[config.mk]
export PLATFORM = sky130hd
export DESIGN_NAME = mem_port_requester
export DESIGN_NICKNAME = d
export VERILOG_FILES = /design/src/rtl/mpmc_pkg.sv /design/src/rtl/mpr_cmd_fifo.sv /design/src/rtl/mem_port_requester.sv
export SDC_FILE = /design/constraint.sdc
export NUM_CORES = 1
export LEC_CHECK = 0
export ABC_AREA = 1
export CAP_MARGIN = 40
export CORE_MARGIN = 1.5
export CORE_UTILIZATION = 52
export DETAILED_ROUTE_END_ITERATION = 8
export HOLD_SLACK_MARGIN = 0.15
export PLACE_DENSITY = 0.9
export SYNTH_ARGS = -nofsm -noshare
export SYNTH_HDL_FRONTEND = slang
export SYNTH_SLANG_ARGS = --single-unit
[constraint.sdc]
create_clock -name clk -period 2.7 [get_ports clk]
set_input_delay 0.27 -clock clk [delete_from_list [all_inputs] [get_ports clk]]
set_output_delay 0.27 -clock clk [all_outputs]
set_load 0.02 [all_outputs]
[src/rtl/mpmc_pkg.sv]
// Shared types for the two-port memory controller slice: default widths,
// requester FSM states and the buffered command record.
package mpmc_pkg;

    localparam int MPMC_ADDR_W = 4;
    localparam int MPMC_DATA_W = 8;

    typedef enum logic [1:0] {
        IDLE = 2'd0,
        REQ  = 2'd1,
        HOLD = 2'd2,
        RESP = 2'd3
    } mpr_state_e;

    typedef struct packed {
        logic                   rw;
        logic [MPMC_ADDR_W-1:0] addr;
        logic [MPMC_DATA_W-1:0] wdata;
    } mpr_cmd_t;

endpackage

[src/rtl/mpr_cmd_fifo.sv]
// Small command FIFO for the port requester; the head entry is visible
// combinationally so IDLE can latch it in the same cycle it pops.
module mpr_cmd_fifo
    import mpmc_pkg::*;
#(
    parameter int DEPTH = 4
) (
    input  logic     clk,
    input  logic     rst_n,
    input  logic     push,
    input  mpr_cmd_t wr_cmd,
    input  logic     pop,
    output mpr_cmd_t rd_cmd,
    output logic     full,
    output logic     empty
);

    localparam int PTR_W = (DEPTH > 1) ? $clog2(DEPTH) : 1;

    mpr_cmd_t         mem [DEPTH];
    logic [PTR_W-1:0] wr_ptr_reg;
    logic [PTR_W-1:0] rd_ptr_reg;
    logic [PTR_W:0]   count_reg;
    logic             push_ok;
    logic             pop_ok;

    assign full    = (count_reg == (PTR_W+1)'(DEPTH));
    assign empty   = (count_reg == '0);
    assign push_ok = push && !full;
    assign pop_ok  = pop && !empty;
    assign rd_cmd  = mem[rd_ptr_reg];

    // Storage carries no reset; only the pointers define what is valid.
    always_ff @(posedge clk) begin
        if (push_ok) begin
            mem[wr_ptr_reg] <= wr_cmd;
        end
    end

    // DEPTH is a power of two, so the pointers wrap naturally.
    always_ff @(posedge clk or negedge rst_n) begin
        if (!rst_n) begin
            wr_ptr_reg <= '0;
            rd_ptr_reg <= '0;
            count_reg  <= '0;
        end else begin
            if (push_ok) begin
                wr_ptr_reg <= wr_ptr_reg + 1'b1;
            end
            if (pop_ok) begin
                rd_ptr_reg <= rd_ptr_reg + 1'b1;
            end
            case ({push_ok, pop_ok})
                2'b10:   count_reg <= count_reg + 1'b1;
                2'b01:   count_reg <= count_reg - 1'b1;
                default: count_reg <= count_reg;
            endcase
        end
    end

endmodule

[src/rtl/mem_port_requester.sv]
// Processor-side initiator for one controller port: queues commands, runs the
// req/grant/hold handshake and returns responses. MPR_STATS_EN adds counters.
module mem_port_requester
    import mpmc_pkg::*;
#(
    parameter int ADDR_W        = MPMC_ADDR_W,
    parameter int DATA_W        = MPMC_DATA_W,
    parameter int CMD_DEPTH     = 4,
    parameter int GRANT_TIMEOUT = 16,
    parameter int HOLD_CYCLES   = 3
) (
    input  logic              clk,
    input  logic              rst_n,
    input  logic              cmd_valid,
    output logic              cmd_ready,
    input  logic              cmd_rw,
    input  logic [ADDR_W-1:0] cmd_addr,
    input  logic [DATA_W-1:0] cmd_wdata,
    output logic              rsp_valid,
    input  logic              rsp_ready,
    output logic              rsp_rw,
    output logic [DATA_W-1:0] rsp_rdata,
    output logic              rsp_err,
    output logic              req,
    output logic              rw,
    output logic [ADDR_W-1:0] addr,
    output logic [DATA_W-1:0] data_in,
    input  logic              grant,
    input  logic [DATA_W-1:0] data_out,
    output logic [15:0]       stat_done_cnt,
    output logic [15:0]       stat_timeout_cnt
);

    localparam int WAIT_W = $clog2(GRANT_TIMEOUT + 1);
    localparam int HOLD_W = (HOLD_CYCLES > 0) ? $clog2(HOLD_CYCLES + 1) : 1;

    mpr_state_e        state_reg, state_next;
    mpr_cmd_t          op_reg, op_next;
    logic [DATA_W-1:0] rdata_reg, rdata_next;
    logic              err_reg, err_next;
    logic [WAIT_W-1:0] wait_cnt_reg, wait_cnt_next;
    logic [HOLD_W-1:0] hold_cnt_reg, hold_cnt_next;

    mpr_cmd_t          fifo_wr_cmd;
    mpr_cmd_t          fifo_head;
    logic              fifo_full;
    logic              fifo_empty;
    logic              fifo_pop;

    assign cmd_ready   = !fifo_full;
    assign fifo_wr_cmd = '{rw: cmd_rw, addr: cmd_addr, wdata: cmd_wdata};

    mpr_cmd_fifo #(
        .DEPTH (CMD_DEPTH)
    ) u_cmd_fifo (
        .clk    (clk),
        .rst_n  (rst_n),
        .push   (cmd_valid),
        .wr_cmd (fifo_wr_cmd),
        .pop    (fifo_pop),
        .rd_cmd (fifo_head),
        .full   (fifo_full),
        .empty  (fifo_empty)
    );

    always_ff @(posedge clk or negedge rst_n) begin
        if (!rst_n) begin
            state_reg    <= IDLE;
            op_reg       <= '0;
            rdata_reg    <= '0;
            err_reg      <= 1'b0;
            wait_cnt_reg <= '0;
            hold_cnt_reg <= '0;
        end else begin
            state_reg    <= state_next;
            op_reg       <= op_next;
            rdata_reg    <= rdata_next;
            err_reg      <= err_next;
            wait_cnt_reg <= wait_cnt_next;
            hold_cnt_reg <= hold_cnt_next;
        end
    end

    always_comb begin
        state_next    = state_reg;
        op_next       = op_reg;
        rdata_next    = rdata_reg;
        err_next      = err_reg;
        wait_cnt_next = wait_cnt_reg;
        hold_cnt_next = hold_cnt_reg;
        fifo_pop      = 1'b0;
        req           = 1'b0;
        rw            = 1'b0;
        addr          = '0;
        data_in       = '0;
        rsp_valid     = 1'b0;
        rsp_rw        = 1'b0;
        rsp_rdata     = '0;
        rsp_err       = 1'b0;

        case (state_reg)
            IDLE: begin
                if (!fifo_empty) begin
                    fifo_pop      = 1'b1;
                    op_next       = fifo_head;
                    wait_cnt_next = '0;
                    err_next      = 1'b0;
                    rdata_next    = '0;
                    state_next    = REQ;
                end
            end
            REQ: begin
                req     = 1'b1;
                rw      = op_reg.rw;
                addr    = op_reg.addr;
                data_in = op_reg.wdata;
                // A grant in the final wait cycle still completes normally.
                if (grant) begin
                    rdata_next    = op_reg.rw ? '0 : data_out;
                    hold_cnt_next = '0;
                    state_next    = HOLD;
                end else if (wait_cnt_reg == WAIT_W'(GRANT_TIMEOUT - 1)) begin
                    err_next   = 1'b1;
                    rdata_next = '0;
                    state_next = RESP;
                end else begin
                    wait_cnt_next = wait_cnt_reg + 1'b1;
                end
            end
            HOLD: begin
                // Operands stay put while the controller finishes; it commits writes from them.
                rw      = op_reg.rw;
                addr    = op_reg.addr;
                data_in = op_reg.wdata;
                if (hold_cnt_reg == HOLD_W'(HOLD_CYCLES - 1)) begin
                    state_next = RESP;
                end else begin
                    hold_cnt_next = hold_cnt_reg + 1'b1;
                end
            end
            RESP: begin
                rsp_valid = 1'b1;
                rsp_rw    = op_reg.rw;
                rsp_rdata = rdata_reg;
                rsp_err   = err_reg;
                if (rsp_ready) begin
                    state_next = IDLE;
                end
            end
            default: state_next = IDLE;
        endcase
    end

`ifdef MPR_STATS_EN
    logic [15:0] done_cnt_reg;
    logic [15:0] timeout_cnt_reg;
    logic        rsp_fire;

    assign rsp_fire = (state_reg == RESP) && rsp_ready;

    always_ff @(posedge clk or negedge rst_n) begin
        if (!rst_n) begin
            done_cnt_reg    <= '0;
            timeout_cnt_reg <= '0;
        end else if (rsp_fire) begin
            if (err_reg) begin
                if (timeout_cnt_reg != 16'hFFFF) begin
                    timeout_cnt_reg <= timeout_cnt_reg + 1'b1;
                end
            end else if (done_cnt_reg != 16'hFFFF) begin
                done_cnt_reg <= done_cnt_reg + 1'b1;
            end
        end
    end

    assign stat_done_cnt    = done_cnt_reg;
    assign stat_timeout_cnt = timeout_cnt_reg;
`else
    assign stat_done_cnt    = '0;
    assign stat_timeout_cnt = '0;
`endif

endmodule

==> qor.json <==
{
  "status": "completed",
  "cts.reportedPaths.clkPinSlew_ns": 0.09,
  "grt_setup_unrepaired": "false",
  "fp.dieArea_um2": 8954,
  "report.final.slew_viol_count": 0,
  "overflow": 0,
  "max-vdd-ir-drop_v": 0.0005528,
  "p_clk_frac": 0.170,
  "holdWs_ns": 0.4747,
  "required_time_at_the_worst_slack_endpoint_ns": 2.43,
  "die-width_um": 94.63,
  "timing.setup.tns_ns": 0,
  "drt-initial-drc-count": 143,
  "total_cts_buffers": 9,
  "yosys.cell_types.count": 32,
  "maxSlewHeadroom": 0.4358,
  "final_critical_path_setup_slack_ns": 0.09860,
  "clockBufferDepth": 2,
  "seq_power_share": 0.387,
  "ctsHtreeMaxLevel": 3,
  "power_frac_comb": 0.443,
  "wl_per_instance_um": 12.90,
  "mostFrequentLayoutCell": "nand2_1",
  "grt_start_max_net_pins": 39,
  "floorplan.core_area_um2": 8175,
  "grt_pass1_wl_um": 13140,
  "finalNonFillerCells": 625,
  "timing.final.hold_violations": 0,
  "placed_cell_area_um2": 4820,
  "design.final.nets": 555,
  "critical_path_class": "flop to output pin",
  "cellLeakagePower_nw": 2.346,
  "tritoncts_num_sinks": 90,
  "synth.ff_latch_count": 90,
  "nFillCells": 677,
  "1st_pass_router_iterations": 4,
  "dr_total_vias": 3028,
  "cts_tree": "yes",
  "worstSkewPairLatency_ns": 0.36,
  "cts.root.buffer_cell": "clkbuf_8",
  "most-common-layout-cells": "nand2_1 (162), edfxtp_1 (52), clkdlybuf4s50_1 (50)",
  "num_antenna_cells": 0,
  "critical_path.startpoint_type": "flop",
  "flow.area_growth_from_synthesis_pct": 15.22,
  "period_share": 0.9635,
  "worst_pin_slew_ns": 0.8463,
  "cap_viol_max_count": 0,
  "largest_register_ffs": 52,
  "gp_congestion": 0.7561,
  "area_used_by_multi_input_combinational_logic_um2": 1444,
  "dpl.cell_count": 608,
  "synthDominantCellAreaShare": 0.3577,
  "pre_cts_slack_ns": 0.3298,
  "port-buffer-count": 51,
  "syn_area_per_cell_um2": 9.469,
  "synth_top_area_cells": "edfxtp_1 (36%), dfrtp_1 (22%), nand2_1 (14%)",
  "clock_period_minus_final_worst_setup_slack_ns": 2.601,
  "layout.area.seq_um2": 2512,
  "synth.yosys.warnings": 0,
  "via_per_inst": 4.845,
  "power.density_nw_per_um2": 1086,
  "endpoint_kind": "output pin",
  "synth_top_area_cell": "edfxtp_1",
  "post_cts_setup_buffer_count": 0,
  "sw_frac_of_total": 0.4204,
  "p_int_mw": 3.167,
  "crit_arrival_ns": 2.33,
  "hp_class": "input port to flop",
  "netlist_area_um2": 4365,
  "core.rowCount": 33,
  "io_pins": 84,
  "finish.instance_area_um2": 5030,
  "drt_drc_violations_left": 0,
  "seq_area_frac_synth": 0.5755,
  "synthesis.instances": 461,
  "power_switching_mw": 2.297,
  "share_of_final_layout_standard_cells_stronger_than_drive_strength_1": 0.07308,
  "skew_ns": 0.01385,
  "max_freq_mhz": 384.4,
  "drt_wl_total_um": 8065,
  "number_of_antenna_violations_at_the_first_check_in_global_routing": 0,
  "critPathMaxFanout": 14,
  "dp.final_hpwl_um": 5627,
  "postRouteAntennaNets": 0,
  "start_util": 0.5340,
  "vias_in_the_first_global_route": 2804,
  "fp.dieH_um": 94.63,
  "timing.final.setup_violations": 0,
  "global_route.usage.total": 0.1931
}
-- cells by family (layout without fill, tap and decap cells) --
family | Yosys count | in the layout | synth area share
XOR/XNOR | 4 | 4 | 0.008027
adder cells (fa/ha/maj) | 14 | 14 | 0.04185
flip-flops | 90 | 90 | 0.5755
AND/OR/NAND/NOR | 210 | 210 | 0.1963
AO/OA/AOI/OAI | 48 | 48 | 0.05704
buffers and inverters | 94 | 122 | 0.1204
other | 1 | 32 | 0.0008590
-- cell type report --
| cell class | instances | share of cell area |
|---|---|---|
| multi-input combinational | 308 | 0.2871 |
| inverter | 49 | 0.03756 |
| sequential | 90 | 0.4995 |
| timing repair buffer | 57 | 0.1100 |
| tap | 105 | 0.02612 |
| clock buffer | 9 | 0.02463 |
| clock inverter | 7 | 0.01517 |
-- per-stage QoR --
stage	util	total power, mW
6_report	0.6152	5.464
5_1_grt	0.6152	5.895
4_1_cts	0.6152	5.488
3_5_place_dp	0.5895	4.567
3_3_place_gp	0.5895	4.432
2_1_floorplan	-	3.905
-- what timing repair did --
action                    CTS  global route
hold buffers                1             0
resized for setup           0             0
hold endpoints to repair   38             0
-- Yosys cell counts, drive strengths merged --
| master | number |
|---|---|
| nand2 | 166 |
| edfxtp | 52 |
| inv | 49 |
| o21ai | 44 |
| buf | 42 |
| dfrtp | 38 |
| nor2 | 29 |
| ha | 13 |
| nand3 | 9 |
| a21oi | 3 |
| clkbuf | 3 |
| or2 | 3 |
| xor2 | 3 |
| conb | 1 |
| fa | 1 |
| nand3b | 1 |
| nand4 | 1 |
| nor3 | 1 |
| o22ai | 1 |
| xnor2 | 1 |
-- critical path: stages, from the launching register on --
cell and delay [ns]:
dfrtp_1 0.43, inv_1 0.12, ha_1 0.60, nand2_1 0.15, inv_1 0.08, clkdlybuf4s50_1 0.60
-- power groups by stage --
stage          registers, mW  clock network [mW]  logic, mW
6_report                2.12               0.927       2.42
2_1_floorplan           2.03                   0       1.87
3_5_place_dp            2.14                   0       2.42
4_1_cts                 2.11               0.935       2.44
3_3_place_gp            2.12                   0       2.31
5_1_grt                 2.15               0.998       2.74
-- routing by layer --
layer / GRT usage / share of wire
met3: 0.03865 / 0.059
met5: 0 / 0
met4: 0.06841 / 0.012
met1: 0.2440 / 0.43
met2: 0.3298 / 0.50
-- final timing paths --
kind / slack (ns) / depth (start not counted) / from / to
worst min register to register: 0.50 / 2 / op_reg[9]$_DFFE_PN0P_ / op_reg[9]$_DFFE_PN0P_
min in group asynchronous: 0.55 / 2 / rst_n / u_cmd_fifo.count_reg[2]$_DFFE_PN0P_
max in group asynchronous: 1.61 / 2 / rst_n / rdata_reg[4]$_DFFE_PN0P_
worst max register to register: 0.33 / 11 / state_reg[0]$_DFFE_PN0P_ / u_cmd_fifo.count_reg[2]$_DFFE_PN0P_
worst min-delay path: 0.47 / 3 / data_out[6] / rdata_reg[6]$_DFFE_PN0P_
worst max-delay path: 0.1 / 5 / state_reg[0]$_DFFE_PN0P_ / addr[0]
Power figures use the tool's default switching activity.
==> RTL change (config.mk and constraints unchanged) <==
Re-encode `mpr_state_e` (4 states) as Gray code, 2 bits wide.
--- a/src/rtl/mpmc_pkg.sv
+++ b/src/rtl/mpmc_pkg.sv
@@ -8,6 +8,6 @@
     typedef enum logic [1:0] {
-        IDLE = 2'd0,
-        REQ  = 2'd1,
-        HOLD = 2'd2,
-        RESP = 2'd3
+        IDLE = 2'b00,
+        REQ  = 2'b01,
+        HOLD = 2'b11,
+        RESP = 2'b10
     } mpr_state_e;
Check against the original RTL: same outputs for any inputs over 10 cycles, from zero or initial values and one cycle with rst_n low; not proved beyond that.
==> RTL change against the unedited design <==
Power down 2.8%; setup slack better by 0.37 ns; sequential cell count unchanged; utilization up 1.8 points; wire length down 10%; cell count down 3.8%; die area down 2.2%; synthesized cell count down 4.8%; design area down 1.2%; area after synthesis down 2.3%; first-iteration DRC count up 12%; critical path depth unchanged; largest power group is now sequential cells; critical endpoint is now rsp_rdata[5]; sequential power up 2%.
==> RTL change: results <==
[cts]
ctsLongestPathBuffers = 2
post_cts_buffers = 0
cts_resized = 0
clk_pin_slew_worst_paths_ns = 0.09
hold_buffers = 1
cts_made_buffers = 9
worstSkewPairLatency_ns = 0.35
cts_htree_levels = 3
cts_root_buf = "clkbuf_8"

[yosys]
async_flop_share_pct = 42.2
synthTopCellsByArea = "edfxtp_1, dfrtp_1, nand2_1, buf_4, inv_1"
synth_ff_type = "edfxtp_1"
synth_common_cells = "nand2_1, inv_1, edfxtp_1"
yosysWarnings = 0
synth_edf_count = 52
synth.distinct_cells = 32
ys_seq_area_share_pct = 58.9

[setup_path]
slowest_stage = "clkdlybuf4s50_1"
cpPeakStageDelay_ns = 0.63
path_max_fanout = 18
worstPathArrival_ns = 1.96

[routing]
drt_pass1_iterations = 6
num_vias = 2838
drt-met1-wl_um = 3030
wl_um = 7220
met3_length_um = 432
met2_wirelength_um = 3650
dr.max_layer_used = "met4"
drt_iter0_markers = 160

[power_and_ir_drop]
leakage_nw = 2.31
ir_drop_mv = 0.497

[sta]
clock_skew_ns = 0.00651
worst_pin_slew_ns = 0.875

[place]
finalWeightedCongestion = 0.772
placed_area_um2 = 4730
dpl.hpwl_um = 4960
portBuffers = 51

[global_route]
grt_max_degree = 42
grt_pass1_vias = 2630
grt_pass1_wl_um = 11900
grt_usage_pct = 17.8
antenna_found_initial = 0

[layout]
antenna_cells = 0
largest_reg_flops = 52
n_fill_cell = 615
finalNetCount = 529
drive_gt1_share_pct = 7.82

[status]
outcome = "finished clean"

[min_path]
hold_path_class = "input pin to flip-flop"
[RTL change: cell count changes after synthesis, moves of 7 or more]
cell,change
o21ai_1,-11
inv_1,+7
o211ai_1,+13
nand2_1,-38
nor2_1,+21
o21ai_0,-12
[RTL change: layout make-up]
class	instances	area, um2	area share (%)
inverters	58	220	4.43
repair buffers	59	568	11.4
clock buffers	9	124	2.49
clock inverters	7	101	2.04
multi-input cells	276	1320	26.5
flip-flops and latches	90	2510	50.6
well taps	102	128	2.57
[RTL change: where the power goes]
part	total, mW	switching, mW	internal [mW]
combinational	2.15	1.34	0.803
sequential	2.16	0.267	1.89
clock	1.01	0.475	0.530
[RTL change: metrics by stage]
stage / setup slack (ns) / cells / util (%)
finish: 0.473 / 601 / 63.3
global route: 0.375 / 601 / 63.3
CTS: 0.431 / 601 / 63.3
detailed placement: 0.731 / 584 / 60.3
global placement: 0.813 / 584 / 60.3
floorplan: 0.792 / 470 / -
[RTL change: final timing paths]
check / start / end / slack (ns) / cells after the start
max: state_reg[0] / rsp_rdata[5] / 0.47 / 5
min: data_out[0] / rdata_reg[0] / 0.46 / 3
max reg2reg: state_reg[1] / u_cmd_fifo.count_reg[2] / 0.72 / 10
min reg2reg: rdata_reg[0] / rdata_reg[0] / 0.47 / 2
max in group asynchronous: rst_n / rdata_reg[4] / 1.62 / 2
min in group asynchronous: rst_n / err_reg / 0.55 / 2
[RTL change: routing by layer]
| layer | track usage, % | vias up |
|---|---|---|
| met5 | 0 | - |
| met4 | 6.97 | 0 |
| met3 | 3.82 | 12 |
| met2 | 30.9 | 101 |
| met1 | 21.5 | 1304 |
| li1 | - | 1421 |
[RTL change: kinds of logic (layout without fill, tap and decap cells)]
logic type | count (synthesis) | after routing | synth area share [%]
AND/OR/NAND/NOR | 191 | 191 | 18.6
buffers and inverters | 104 | 133 | 13.0
flip-flops | 90 | 90 | 58.9
AO/OA/AOI/OAI | 38 | 38 | 5.37
adder cells (fa/ha/maj) | 9 | 9 | 2.82
XOR/XNOR | 6 | 6 | 1.23
other | 1 | 32 | 0.0879
[RTL change: worst max-delay path: cells and delay by family, from the launching register on]
family                 cells  cell delay [ns]
AND/OR/NAND/NOR            2             0.27
flip-flops                 1             0.39
buffers and inverters      3             0.93
